[config.mk]
export PLATFORM = sky130hd
export DESIGN_NAME = cmd_packer_flat
export DESIGN_NICKNAME = d
export VERILOG_FILES = /design/src/rtl/cmd_packer_pkg.sv /design/src/rtl/cmd_packer_if.sv /design/src/rtl/cmd_packer_check.sv /design/src/rtl/cmd_packer.sv /design/src/flat_wrapper.sv
export SDC_FILE = /design/constraint.sdc
export NUM_CORES = 1
export LEC_CHECK = 0
export ABC_AREA = 0
export CAP_MARGIN = 40
export CORE_MARGIN = 4
export CORE_UTILIZATION = 44
export CTS_BUF_LIST = sky130_fd_sc_hd__clkbuf_8
export DETAILED_ROUTE_END_ITERATION = 8
export HOLD_SLACK_MARGIN = 0.15
export PLACE_DENSITY = 0.86
export SKIP_LAST_GASP = 1
export SLEW_MARGIN = 20
export SYNTH_ARGS = -nofsm -noshare
export SYNTH_HDL_FRONTEND = slang
export SYNTH_SLANG_ARGS = --single-unit
[constraint.sdc]
create_clock -name clk -period 2 [get_ports clk]
set_clock_uncertainty 0.15 [all_clocks]
set_input_delay 0.2 -clock clk [delete_from_list [all_inputs] [get_ports clk]]
set_output_delay 0.2 -clock clk [all_outputs]
set_load 0.03 [all_outputs]
[src/rtl/cmd_packer_pkg.sv]
`default_nettype none
// +----------------------------------------------------------------------+
// | Module      : cmd_packer_pkg                                         |
// | Description : Shared command-word layout, op codes, FSM states and   |
// |               descriptor-check reasons for the CMD FIFO packer and   |
// |               the command sequencer that decodes the same words.     |
// | Revision    : 1.0 - initial release                                  |
// +----------------------------------------------------------------------+
package cmd_packer_pkg;

  // Words per command and command capacity (bounded by the 7-bit count).
  localparam int CMD_BURST_LEN = 3;
  localparam int MAX_CMDS      = 127;
  localparam int CMD_SIZE_W    = 7;

  // Operation codes carried in W0.
  localparam logic [2:0] OP_IDLE  = 3'b000;
  localparam logic [2:0] OP_CONV  = 3'b001;
  localparam logic [2:0] OP_MPOOL = 3'b100;
  localparam logic [2:0] OP_APOOL = 3'b101;

  // Burst states are contiguous so the word index is (state - ST_W0).
  typedef enum logic [2:0] {
    ST_IDLE    = 3'd0,
    ST_W0      = 3'd1,
    ST_W1      = 3'd2,
    ST_W2      = 3'd3,
    ST_STARTED = 3'd4
  } state_t;

  // Why a descriptor was refused (first failing rule wins).
  typedef enum logic [2:0] {
    CHK_OK               = 3'd0,
    CHK_BAD_OP           = 3'd1,
    CHK_ZERO_STRIDE      = 3'd2,
    CHK_ZERO_KERNEL      = 3'd3,
    CHK_STRIDE_GT_KERNEL = 3'd4
  } chk_reason_t;

  // W0 field positions; bit 3 is reserved and always zero.
  localparam int W0_OP_LSB     = 0;
  localparam int W0_STRIDE_LSB = 4;
  localparam int W0_KERNEL_LSB = 8;
  localparam int W0_ISIDE_LSB  = 16;
  localparam int W0_OSIDE_LSB  = 24;

  // W1 field positions.
  localparam int W1_ICH_LSB = 0;
  localparam int W1_OCH_LSB = 16;

  // W2 field positions; the low byte is reserved and always zero.
  localparam int W2_KSIZE_LSB   = 8;
  localparam int W2_STRIDE2_LSB = 16;

  // One parsed layer descriptor.
  typedef struct packed {
    logic [2:0]  op_type;
    logic [3:0]  stride;
    logic [7:0]  kernel;
    logic [7:0]  i_side;
    logic [7:0]  o_side;
    logic [15:0] i_channel;
    logic [15:0] o_channel;
    logic [7:0]  kernel_size;
    logic [15:0] stride2;
  } desc_t;

  function automatic logic [31:0] pack_w0(input desc_t d);
    logic [31:0] w;
    w = '0;
    w[W0_OP_LSB     +: 3] = d.op_type;
    w[W0_STRIDE_LSB +: 4] = d.stride;
    w[W0_KERNEL_LSB +: 8] = d.kernel;
    w[W0_ISIDE_LSB  +: 8] = d.i_side;
    w[W0_OSIDE_LSB  +: 8] = d.o_side;
    return w;
  endfunction

  function automatic logic [31:0] pack_w1(input desc_t d);
    logic [31:0] w;
    w = '0;
    w[W1_ICH_LSB +: 16] = d.i_channel;
    w[W1_OCH_LSB +: 16] = d.o_channel;
    return w;
  endfunction

  function automatic logic [31:0] pack_w2(input desc_t d);
    logic [31:0] w;
    w = '0;
    w[W2_KSIZE_LSB   +: 8]  = d.kernel_size;
    w[W2_STRIDE2_LSB +: 16] = d.stride2;
    return w;
  endfunction

endpackage
`default_nettype wire

[src/rtl/cmd_packer_if.sv]
`default_nettype none
// +----------------------------------------------------------------------+
// | Module      : cmd_packer_if                                          |
// | Description : Descriptor handshake, CMD FIFO write port and status   |
// |               signals of the command packer.                         |
// | Revision    : 1.0 - initial release                                  |
// +----------------------------------------------------------------------+
interface cmd_packer_if;

  logic        desc_valid;
  logic        desc_ready;
  logic [2:0]  op_type;
  logic [3:0]  stride;
  logic [7:0]  kernel;
  logic [7:0]  i_side;
  logic [7:0]  o_side;
  logic [15:0] i_channel;
  logic [15:0] o_channel;
  logic [7:0]  kernel_size;
  logic [15:0] stride2;
  logic        go;
  logic        full;
  logic        wr_en;
  logic [31:0] din;
  logic [6:0]  cmd_size;
  logic        op_en;
  logic        err_illegal;
  logic        err_overflow;

  // Descriptor source / FIFO / sequencer side.
  modport master (
    output desc_valid, op_type, stride, kernel, i_side, o_side,
           i_channel, o_channel, kernel_size, stride2, go, full,
    input  desc_ready, wr_en, din, cmd_size, op_en, err_illegal, err_overflow
  );

  // Packer side.
  modport slave (
    input  desc_valid, op_type, stride, kernel, i_side, o_side,
           i_channel, o_channel, kernel_size, stride2, go, full,
    output desc_ready, wr_en, din, cmd_size, op_en, err_illegal, err_overflow
  );

endinterface
`default_nettype wire

[src/rtl/cmd_packer_check.sv]
`default_nettype none
// +----------------------------------------------------------------------+
// | Module      : cmd_check                                              |
// | Description : Combinational descriptor validation: legal op code,    |
// |               non-zero stride and kernel, stride not above kernel.   |
// | Revision    : 1.0 - initial release                                  |
// +----------------------------------------------------------------------+
module cmd_check
  import cmd_packer_pkg::*;
(
  input  logic [2:0]  op_type,
  input  logic [3:0]  stride,
  input  logic [7:0]  kernel,
  output logic        legal,
  output chk_reason_t reason
);

  // First failing rule determines the reported reason.
  always_comb begin
    reason = CHK_OK;
    if (!((op_type == OP_CONV) || (op_type == OP_MPOOL) || (op_type == OP_APOOL))) begin
      reason = CHK_BAD_OP;
    end else if (stride == 4'd0) begin
      reason = CHK_ZERO_STRIDE;
    end else if (kernel == 8'd0) begin
      reason = CHK_ZERO_KERNEL;
    end else if ({4'd0, stride} > kernel) begin
      reason = CHK_STRIDE_GT_KERNEL;
    end
    legal = (reason == CHK_OK);
  end

endmodule
`default_nettype wire

[src/rtl/cmd_packer.sv]
`default_nettype none
// +----------------------------------------------------------------------+
// | Module      : cmd_packer                                             |
// | Description : Accepts layer descriptors, validates them, serializes  |
// |               each into three 32-bit command words for the CMD FIFO  |
// |               under full back-pressure, counts commands and raises   |
// |               op_en once the program is sealed with go.              |
// | Revision    : 1.0 - initial release                                  |
// +----------------------------------------------------------------------+
module cmd_packer #(
  parameter int CMD_BURST_LEN = cmd_packer_pkg::CMD_BURST_LEN,
  parameter int MAX_CMDS      = cmd_packer_pkg::MAX_CMDS
) (
  input  logic         clk,
  input  logic         rst,
  cmd_packer_if.slave  bus
);

  import cmd_packer_pkg::*;

  localparam logic [CMD_SIZE_W-1:0] c_max_cmds  = CMD_SIZE_W'(MAX_CMDS);
  localparam logic [1:0]            c_last_word = 2'(CMD_BURST_LEN - 1);

  state_t                r_state;
  logic                  r_ready;
  logic [CMD_SIZE_W-1:0] r_cmd_size;
  logic                  r_op_en;
  logic                  r_err_illegal;
  logic                  r_err_overflow;
  desc_t                 r_desc;

  desc_t                 w_desc_in;
  logic                  w_legal;
  chk_reason_t           w_reason;
  logic                  w_desc_ok;
  logic                  w_handshake;
  logic                  w_at_capacity;
  logic                  w_in_burst;
  logic                  w_wr_en;
  logic [1:0]            w_word_idx;
  logic                  w_last_word;
  logic [31:0]           w_word;

  assign w_desc_in = '{
    op_type:     bus.op_type,
    stride:      bus.stride,
    kernel:      bus.kernel,
    i_side:      bus.i_side,
    o_side:      bus.o_side,
    i_channel:   bus.i_channel,
    o_channel:   bus.o_channel,
    kernel_size: bus.kernel_size,
    stride2:     bus.stride2
  };

  cmd_check u_check (
    .op_type (bus.op_type),
    .stride  (bus.stride),
    .kernel  (bus.kernel),
    .legal   (w_legal),
    .reason  (w_reason)
  );

  // Accept only when both views of the checker's verdict agree on "clean".
  assign w_desc_ok     = w_legal && (w_reason == CHK_OK);
  // desc_ready is held low for the whole cycle in which rst is asserted.
  assign w_handshake   = bus.desc_valid && r_ready && !rst;
  assign w_at_capacity = (r_cmd_size == c_max_cmds);

  assign w_in_burst  = (r_state == ST_W0) || (r_state == ST_W1) || (r_state == ST_W2);
  assign w_wr_en     = w_in_burst && !bus.full;
  assign w_word_idx  = 2'(r_state - ST_W0);
  assign w_last_word = (w_word_idx == c_last_word);

  // Select the word for the current burst state.
  always_comb begin
    w_word = '0;
    case (r_state)
      ST_W0:   w_word = pack_w0(r_desc);
      ST_W1:   w_word = pack_w1(r_desc);
      ST_W2:   w_word = pack_w2(r_desc);
      default: w_word = '0;
    endcase
  end

  // Control FSM: descriptor intake, three-word burst, sealed terminal state.
  always_ff @(posedge clk) begin
    if (rst) begin
      r_state        <= ST_IDLE;
      r_ready        <= 1'b1;
      r_cmd_size     <= '0;
      r_op_en        <= 1'b0;
      r_err_illegal  <= 1'b0;
      r_err_overflow <= 1'b0;
      r_desc         <= '0;
    end else begin
      case (r_state)
        ST_IDLE: begin
          if (w_handshake) begin
            r_desc <= w_desc_in;
            // A full program drops everything, regardless of legality.
            if (w_at_capacity) begin
              r_err_overflow <= 1'b1;
            end else if (!w_desc_ok) begin
              r_err_illegal <= 1'b1;
            end else begin
              r_state <= ST_W0;
              r_ready <= 1'b0;
            end
          end else if (bus.go && (r_cmd_size != '0)) begin
            r_state <= ST_STARTED;
            r_ready <= 1'b0;
            r_op_en <= 1'b1;
          end
        end

        ST_W0, ST_W1, ST_W2: begin
          // Advance only on an actual FIFO write so a stalled word is reissued.
          if (w_wr_en) begin
            if (w_last_word) begin
              r_state    <= ST_IDLE;
              r_ready    <= 1'b1;
              r_cmd_size <= r_cmd_size + CMD_SIZE_W'(1);
            end else begin
              r_state <= state_t'(r_state + 3'd1);
            end
          end
        end

        ST_STARTED: begin
          r_state <= ST_STARTED;
        end

        default: begin
          r_state <= ST_IDLE;
          r_ready <= 1'b1;
        end
      endcase
    end
  end

  assign bus.desc_ready   = r_ready && !rst;
  assign bus.wr_en        = w_wr_en;
  assign bus.din          = w_wr_en ? w_word : 32'd0;
  assign bus.cmd_size     = r_cmd_size;
  assign bus.op_en        = r_op_en;
  assign bus.err_illegal  = r_err_illegal;
  assign bus.err_overflow = r_err_overflow;

endmodule
`default_nettype wire

[src/flat_wrapper.sv]
// flat-port wrapper written by rule: the top's interface ports become plain ports
module cmd_packer_flat import cmd_packer_pkg::*;
#(
  parameter int CMD_BURST_LEN = cmd_packer_pkg::CMD_BURST_LEN,
  parameter int MAX_CMDS      = cmd_packer_pkg::MAX_CMDS
)
  (clk, rst, bus_desc_valid, bus_op_type, bus_stride, bus_kernel, bus_i_side, bus_o_side, bus_i_channel, bus_o_channel, bus_kernel_size, bus_stride2, bus_go, bus_full, bus_desc_ready, bus_wr_en, bus_din, bus_cmd_size, bus_op_en, bus_err_illegal, bus_err_overflow);
  cmd_packer_if bus_i ();
  input  logic clk;
  input  logic rst;
  input wire logic [$bits(bus_i.desc_valid)-1:0] bus_desc_valid;
  input wire logic [$bits(bus_i.op_type)-1:0] bus_op_type;
  input wire logic [$bits(bus_i.stride)-1:0] bus_stride;
  input wire logic [$bits(bus_i.kernel)-1:0] bus_kernel;
  input wire logic [$bits(bus_i.i_side)-1:0] bus_i_side;
  input wire logic [$bits(bus_i.o_side)-1:0] bus_o_side;
  input wire logic [$bits(bus_i.i_channel)-1:0] bus_i_channel;
  input wire logic [$bits(bus_i.o_channel)-1:0] bus_o_channel;
  input wire logic [$bits(bus_i.kernel_size)-1:0] bus_kernel_size;
  input wire logic [$bits(bus_i.stride2)-1:0] bus_stride2;
  input wire logic [$bits(bus_i.go)-1:0] bus_go;
  input wire logic [$bits(bus_i.full)-1:0] bus_full;
  output wire logic [$bits(bus_i.desc_ready)-1:0] bus_desc_ready;
  output wire logic [$bits(bus_i.wr_en)-1:0] bus_wr_en;
  output wire logic [$bits(bus_i.din)-1:0] bus_din;
  output wire logic [$bits(bus_i.cmd_size)-1:0] bus_cmd_size;
  output wire logic [$bits(bus_i.op_en)-1:0] bus_op_en;
  output wire logic [$bits(bus_i.err_illegal)-1:0] bus_err_illegal;
  output wire logic [$bits(bus_i.err_overflow)-1:0] bus_err_overflow;
  assign bus_i.desc_valid = bus_desc_valid;
  assign bus_i.op_type = bus_op_type;
  assign bus_i.stride = bus_stride;
  assign bus_i.kernel = bus_kernel;
  assign bus_i.i_side = bus_i_side;
  assign bus_i.o_side = bus_o_side;
  assign bus_i.i_channel = bus_i_channel;
  assign bus_i.o_channel = bus_o_channel;
  assign bus_i.kernel_size = bus_kernel_size;
  assign bus_i.stride2 = bus_stride2;
  assign bus_i.go = bus_go;
  assign bus_i.full = bus_full;
  assign bus_desc_ready = bus_i.desc_ready;
  assign bus_wr_en = bus_i.wr_en;
  assign bus_din = bus_i.din;
  assign bus_cmd_size = bus_i.cmd_size;
  assign bus_op_en = bus_i.op_en;
  assign bus_err_illegal = bus_i.err_illegal;
  assign bus_err_overflow = bus_i.err_overflow;
  cmd_packer #(.CMD_BURST_LEN(CMD_BURST_LEN), .MAX_CMDS(MAX_CMDS)) u_core (.clk(clk), .rst(rst), .bus(bus_i));
endmodule
# Word-level counts from Yosys, hierarchy flattened
# Index checks and enable logic that the tools add are counted.
[word_totals] regBits=101 latchBits=0 ramBits=0 rom_bits=0 inputBits=92 output_inout_bits=44 mem_count=0
[op_classes] add_sub_neg=3 n_mul=0 div=0 order_cmp=1 n_eq_ne=14 shift=0 n_mux=20 bitwise_logic=4 n_reduce_logical=24
[op_table] cell="32-bit one-hot mux with 3 select lines" count=1
[op_table] cell="32-bit 2-to-1 mux" count=1
[op_table] cell="3-bit 2-to-1 mux" count=10
[op_table] cell="3-bit equality test (second input constant)" count=3
[op_table] cell="3-bit one-hot mux with 3 select lines" count=1
[op_table] cell="3-bit AND reduction" count=3
[op_table] cell="4-bit by 8-bit > comparator with 1-bit output" count=1
[op_table] cell="8-bit zero test" count=1
[op_table] cell="4-bit AND reduction" count=2
[op_table] cell="7-bit by 1-bit adder with 7-bit output (second input constant)" count=1
[op_table] cell="7-bit equality test (second input constant)" count=1
[op_table] cell="7-bit nonzero test" count=1
[op_table] cell="3-bit by 1-bit equality test with 1-bit output (second input constant)" count=2
[op_table] cell="3-bit by 2-bit equality test with 1-bit output (second input constant)" count=2
[op_table] cell="3-bit zero test" count=2
[op_table] cell="1-bit 2-to-1 mux" count=6
[op_table] cell="6-bit AND reduction" count=1
[op_table] cell="1-bit logical AND" count=5
[op_table] cell="4-bit zero test" count=1
[op_table] cell="1-bit logical OR" count=4
[op_table] cell="2-bit by 1-bit != test with 1-bit output (second input constant)" count=2
[op_table] cell="1-bit inverter" count=4
[op_table] cell="3-bit by 1-bit adder with 3-bit output (second input constant)" count=1
[op_table] cell="3-bit by 1-bit != test with 1-bit output (second input constant)" count=1
[op_table] cell="8 further kinds" count=9

# Logic depth before layout (Yosys ltp)
[logic_depth] depth_word=10 mapped_depth=10 depth_no_buf=9

# Cells and area by module
# A second synthesis with hierarchy kept.
[hier_totals] hier_cells=581 area_unflattened_um2=4485.6
[modules_own_cells] module="cmd_packer" n_inst=1 cells_each=555 area_per_inst_um2=4300.4 seq_area_each_um2=2021.9
[modules_own_cells] module="cmd_check" n_inst=1 cells_each=26 area_per_inst_um2=185.2 seq_area_each_um2=0.0

# Least setup slack after synthesis
# OpenSTA, ideal clock, no wires.
[synth_timing] path_kind="flip-flop to output port" start="reg u_core.r_state[0]" end="out bus_din[0]" t_arrival_ns=1.922 required_time_ns=1.650 slack_ns=-0.272 stages_incl_launch_ff=9 n_path_buf=2 cell_sequence="dfxtp_1 -> ha_1 -> ha_1 -> clkbuf_1 -> inv_1 -> nand2_1 -> nand2b_1 -> clkbuf_1 -> nor2_1"
[synth_via] elab_chain_cells=5 word_cells_on_any_way=8 classes_between="eq/ne: 3; mux: 2; reduce/logical: 3"
[synth_lines] element="start: declaration" line="cmd_packer.sv:24" source="state_t r_state;"
[synth_lines] element="start signal: assignment" line="cmd_packer.sv:125" source="r_state <= state_t'(r_state + 3'd1);"
[synth_lines] element="3-bit by 1-bit equality test with 1-bit output or 3-bit by 2-bit equality test with 1-bit output (tied branches)" line="cmd_packer.sv:70, cmd_packer.sv:78"
[synth_lines] element="1-bit logical OR (2 in a row)" line="cmd_packer.sv:70" source="assign w_in_burst = (r_state == ST_W0) || (r_state == ST_W1) || (r_state == ST_W2);"
[synth_lines] element="1-bit logical AND" line="cmd_packer.sv:71" source="assign w_wr_en = w_in_burst && !bus.full;"
[synth_lines] element="32-bit 2-to-1 mux *" line="cmd_packer.sv:144" source="assign bus.din = w_wr_en ? w_word : 32'd0;"
[synth_lines] element="end: declaration" line="flat_wrapper.sv:25" source="output wire logic [$bits(bus_i.din)-1:0] bus_din;"
# Every way passes the cells marked *; elsewhere a longest branch is shown, timed or not.

# Worst setup path after layout
[layout_timing] start="reg u_core.r_state[0]" end="out bus_din[25]"
# The elaborated chain is that of the path after synthesis.

==> results.sh <==
export IMPL_avgSynthCellArea_um2=7.66
export IMPL_violations="negative setup slack"
export IMPL_synth_flop_cell="dfxtp_1"
export IMPL_irDropWorstVdd_v=0.000573
export IMPL_reg2reg_depth=8
export IMPL_yosysTopAreaCell="dfxtp_1"
export IMPL_io_pin_count=136
export IMPL_diodes=0
export IMPL_async_reset_ff_share_pct=0
export IMPL_status="complete, but fails checks"
export IMPL_ant_nets=0
export IMPL_dieArea_mm2=0.0117
export IMPL_fmax_mhz=405
export IMPL_area_growth_pct=75.2
export IMPL_grt_max_degree=81
export IMPL_synth_edf_count=0
export IMPL_synthTopCellsByArea="dfxtp_1 (46%), nand2_1 (16%), a21oi_1 (11%), a222oi_1 (5.5%), ha_1 (3.4%)"
export IMPL_drc=0
export IMPL_path_class="reg2out"
export IMPL_cp_max_fo=6
export IMPL_layout_commonest_cell="nand2_1"
export IMPL_rsz0062_at_grt="yes"
export IMPL_p_per_area_mw_per_mm2=676
export IMPL_core_area_mm2=0.00973
export IMPL_htree_levels=3
export IMPL_layout_drive_gt1_share_pct=28.6
export IMPL_hp_start="bus_stride2[10]"
export IMPL_viasPerCell=5.64
export IMPL_cts_clk_slew_worst_paths_ns=0.11
export IMPL_hold_depth=3
export IMPL_grt_pass1_wl_um=23500
export IMPL_hold_class="in2reg"
export IMPL_arrival_ns=2.12
export IMPL_place_congestion=0.865
export IMPL_fin_area_mm2=0.00770
export IMPL_post_dp_hpwl_um=10100
export IMPL_tritoncts="yes"
export IMPL_drtIter0Drc=531
export IMPL_period_share_pct=124
export IMPL_synthCells=574
export IMPL_yosysSeqAreaShare_pct=46.0
export IMPL_wl_per_cell_um=19.2
export IMPL_syn_num_nets=678
export IMPL_cap_violations=0
export IMPL_reg2reg_from="u_core.r_state[0]"
export IMPL_final_nets=879
export IMPL_hold_viol=0
export IMPL_relSlewSlack_pct=70.6
export IMPL_drt_wl_total_um=17600
export IMPL_grt_pass1_vias=4937
export IMPL_port_buffers=135
export IMPL_first_pass_iters=6
export IMPL_die_x_um=108
export IMPL_fin_crit_ns=2.47
export IMPL_r2r_setup_slack_ns=-0.08
export IMPL_synth_cell_types=38
export IMPL_grt_use_total_pct=25.3
export IMPL_antenna_found_initial=0
export IMPL_fin_ws_ns=-0.471
export IMPL_required_ns=1.65
export IMPL_clockBufferDepth=2
export IMPL_place_area_mm2=0.00662
export IMPL_rows=36
export IMPL_cts_root_buffer="clkbuf_8"
export IMPL_slew_violations=0
export IMPL_startpoint="u_core.r_state[0]"
export IMPL_power_uw=5200
export IMPL_setup_viol=39
export IMPL_final_cell_mix="nand2_1 (179), clkdlybuf4s50_1 (100), dfxtp_1 (97)"
export IMPL_vias=5148
export IMPL_grt_ovfl_total=0
export IMPL_synth_seq_cells=101
export IMPL_numCtsBuffers=9
export IMPL_instances_no_fill=913
export IMPL_syn_area_mm2=0.00440
export IMPL_cp_start_kind="flop"
export IMPL_total_leakage_power_uw=0.00283
export IMPL_clkLatencyLatePin_ns=0.37
export IMPL_die_height_um=108
export IMPL_fill_cells=595
export IMPL_yosys_warnings=0
export IMPL_yosysTopAreaCellShare_pct=46.0
export IMPL_initial_utilization_pct=45.2
export IMPL_placed_cells=871
export IMPL_worst_pin_slew_ns=0.436
export IMPL_cts_sinks=101
export IMPL_cp_end_kind="output port"
export IMPL_tns_ns=-11.34
-- repair_timing --
action,4_1_cts,5_1_grt
setup buffers,9,4
setup endpoints to repair,109,125
pin swaps,16,47
hold endpoints to repair,11,0
resized for setup,57,50
gates cloned,3,10
hold buffers,1,0
-- layout make-up --
type / count / area (um^2) / area share, %
Inverter: 13 / 56.3 / 0.731
Sequential cell: 101 / 2030 / 26.4
Timing Repair Buffer: 231 / 2580 / 33.5
Clock inverter: 7 / 83.8 / 1.09
Clock buffer: 9 / 124 / 1.61
Tap cell: 133 / 166 / 2.16
Multi-Input combinational cell: 419 / 2660 / 34.5
-- cells in the mapped netlist (all sizes together) (2+ instances only) --
cell type and count:
nor3 4, nand2 182, nand2b 3, nor4 4
o21ai 2, a222oi 24, xnor2 4, and3b 2
buf 7, nor2 39, or3 4, a211o 4
nand4 2, clkbuf 35, a22oi 8, dfxtp 101
a21oi 95, ha 12, inv 13, nor2b 7
o21bai 2, nand3 6
-- flip-flops by register name, indices dropped and copies added (netlist names) --
register                 count
u_core.r_desc               87
u_core.r_state               3
u_core.bus.cmd_size          7
u_core.bus.err_overflow      1
u_core.r_ready               1
u_core.bus.op_en             1
u_core.bus.err_illegal       1
-- logic make-up after synthesis --
family	count (synthesis)	synth area share [%]
multiplexers	1	0.228
flip-flops	101	46.0
AO/OA/AOI/OAI	145	20.9
adder cells (fa/ha/maj)	12	3.42
XOR/XNOR	5	0.996
AND/OR/NAND/NOR	255	23.6
buffers and inverters	55	4.87
-- where the power goes --
group	internal, uW	switching [uW]	total, uW	leakage, uW
combinational	746	745	1490	0.00190
sequential	2210	133	2340	0.000824
clock	603	770	1370	0.000107
total	3560	1650	5200	0.00283
-- worst paths after layout --
check | end
worst min register to register | u_core.r_desc[21]
worst max register to register | u_core.r_state[0]
worst min-delay path | u_core.r_desc[10]
worst max-delay path | bus_din[25]
-- per-stage QoR --
step / utilization [%] / setup slack, ns / hold slack [ns]
2_1_floorplan: - / -0.00425 / 0.186
3_3_place_gp: 67.7 / -0.270 / 0.291
3_5_place_dp: 68.0 / -0.340 / 0.296
4_1_cts: 74.5 / -0.366 / 0.207
5_1_grt: 79.2 / -0.540 / 0.213
6_report: 79.2 / -0.471 / 0.214
-- worst max-delay path: stages (launching register included) --
cell and delay (ns):
dfxtp_4 0.39, ha_4 0.18, ha_4 0.21, clkbuf_16 0.17, a222oi_1 0.44, buf_4 0.20
nor2_4 0.04, buf_6 0.13
-- layer usage --
metal  GRT usage (%)  part of all wire, %  vias up
li1                -                    -     2365
met1            29.4                   37     2440
met2            46.3                   52      276
met3            3.64                  6.3       67
met4            10.7                  4.6        0
met5               0                    0        -
No activity file was read; power rests on OpenSTA's default activity.
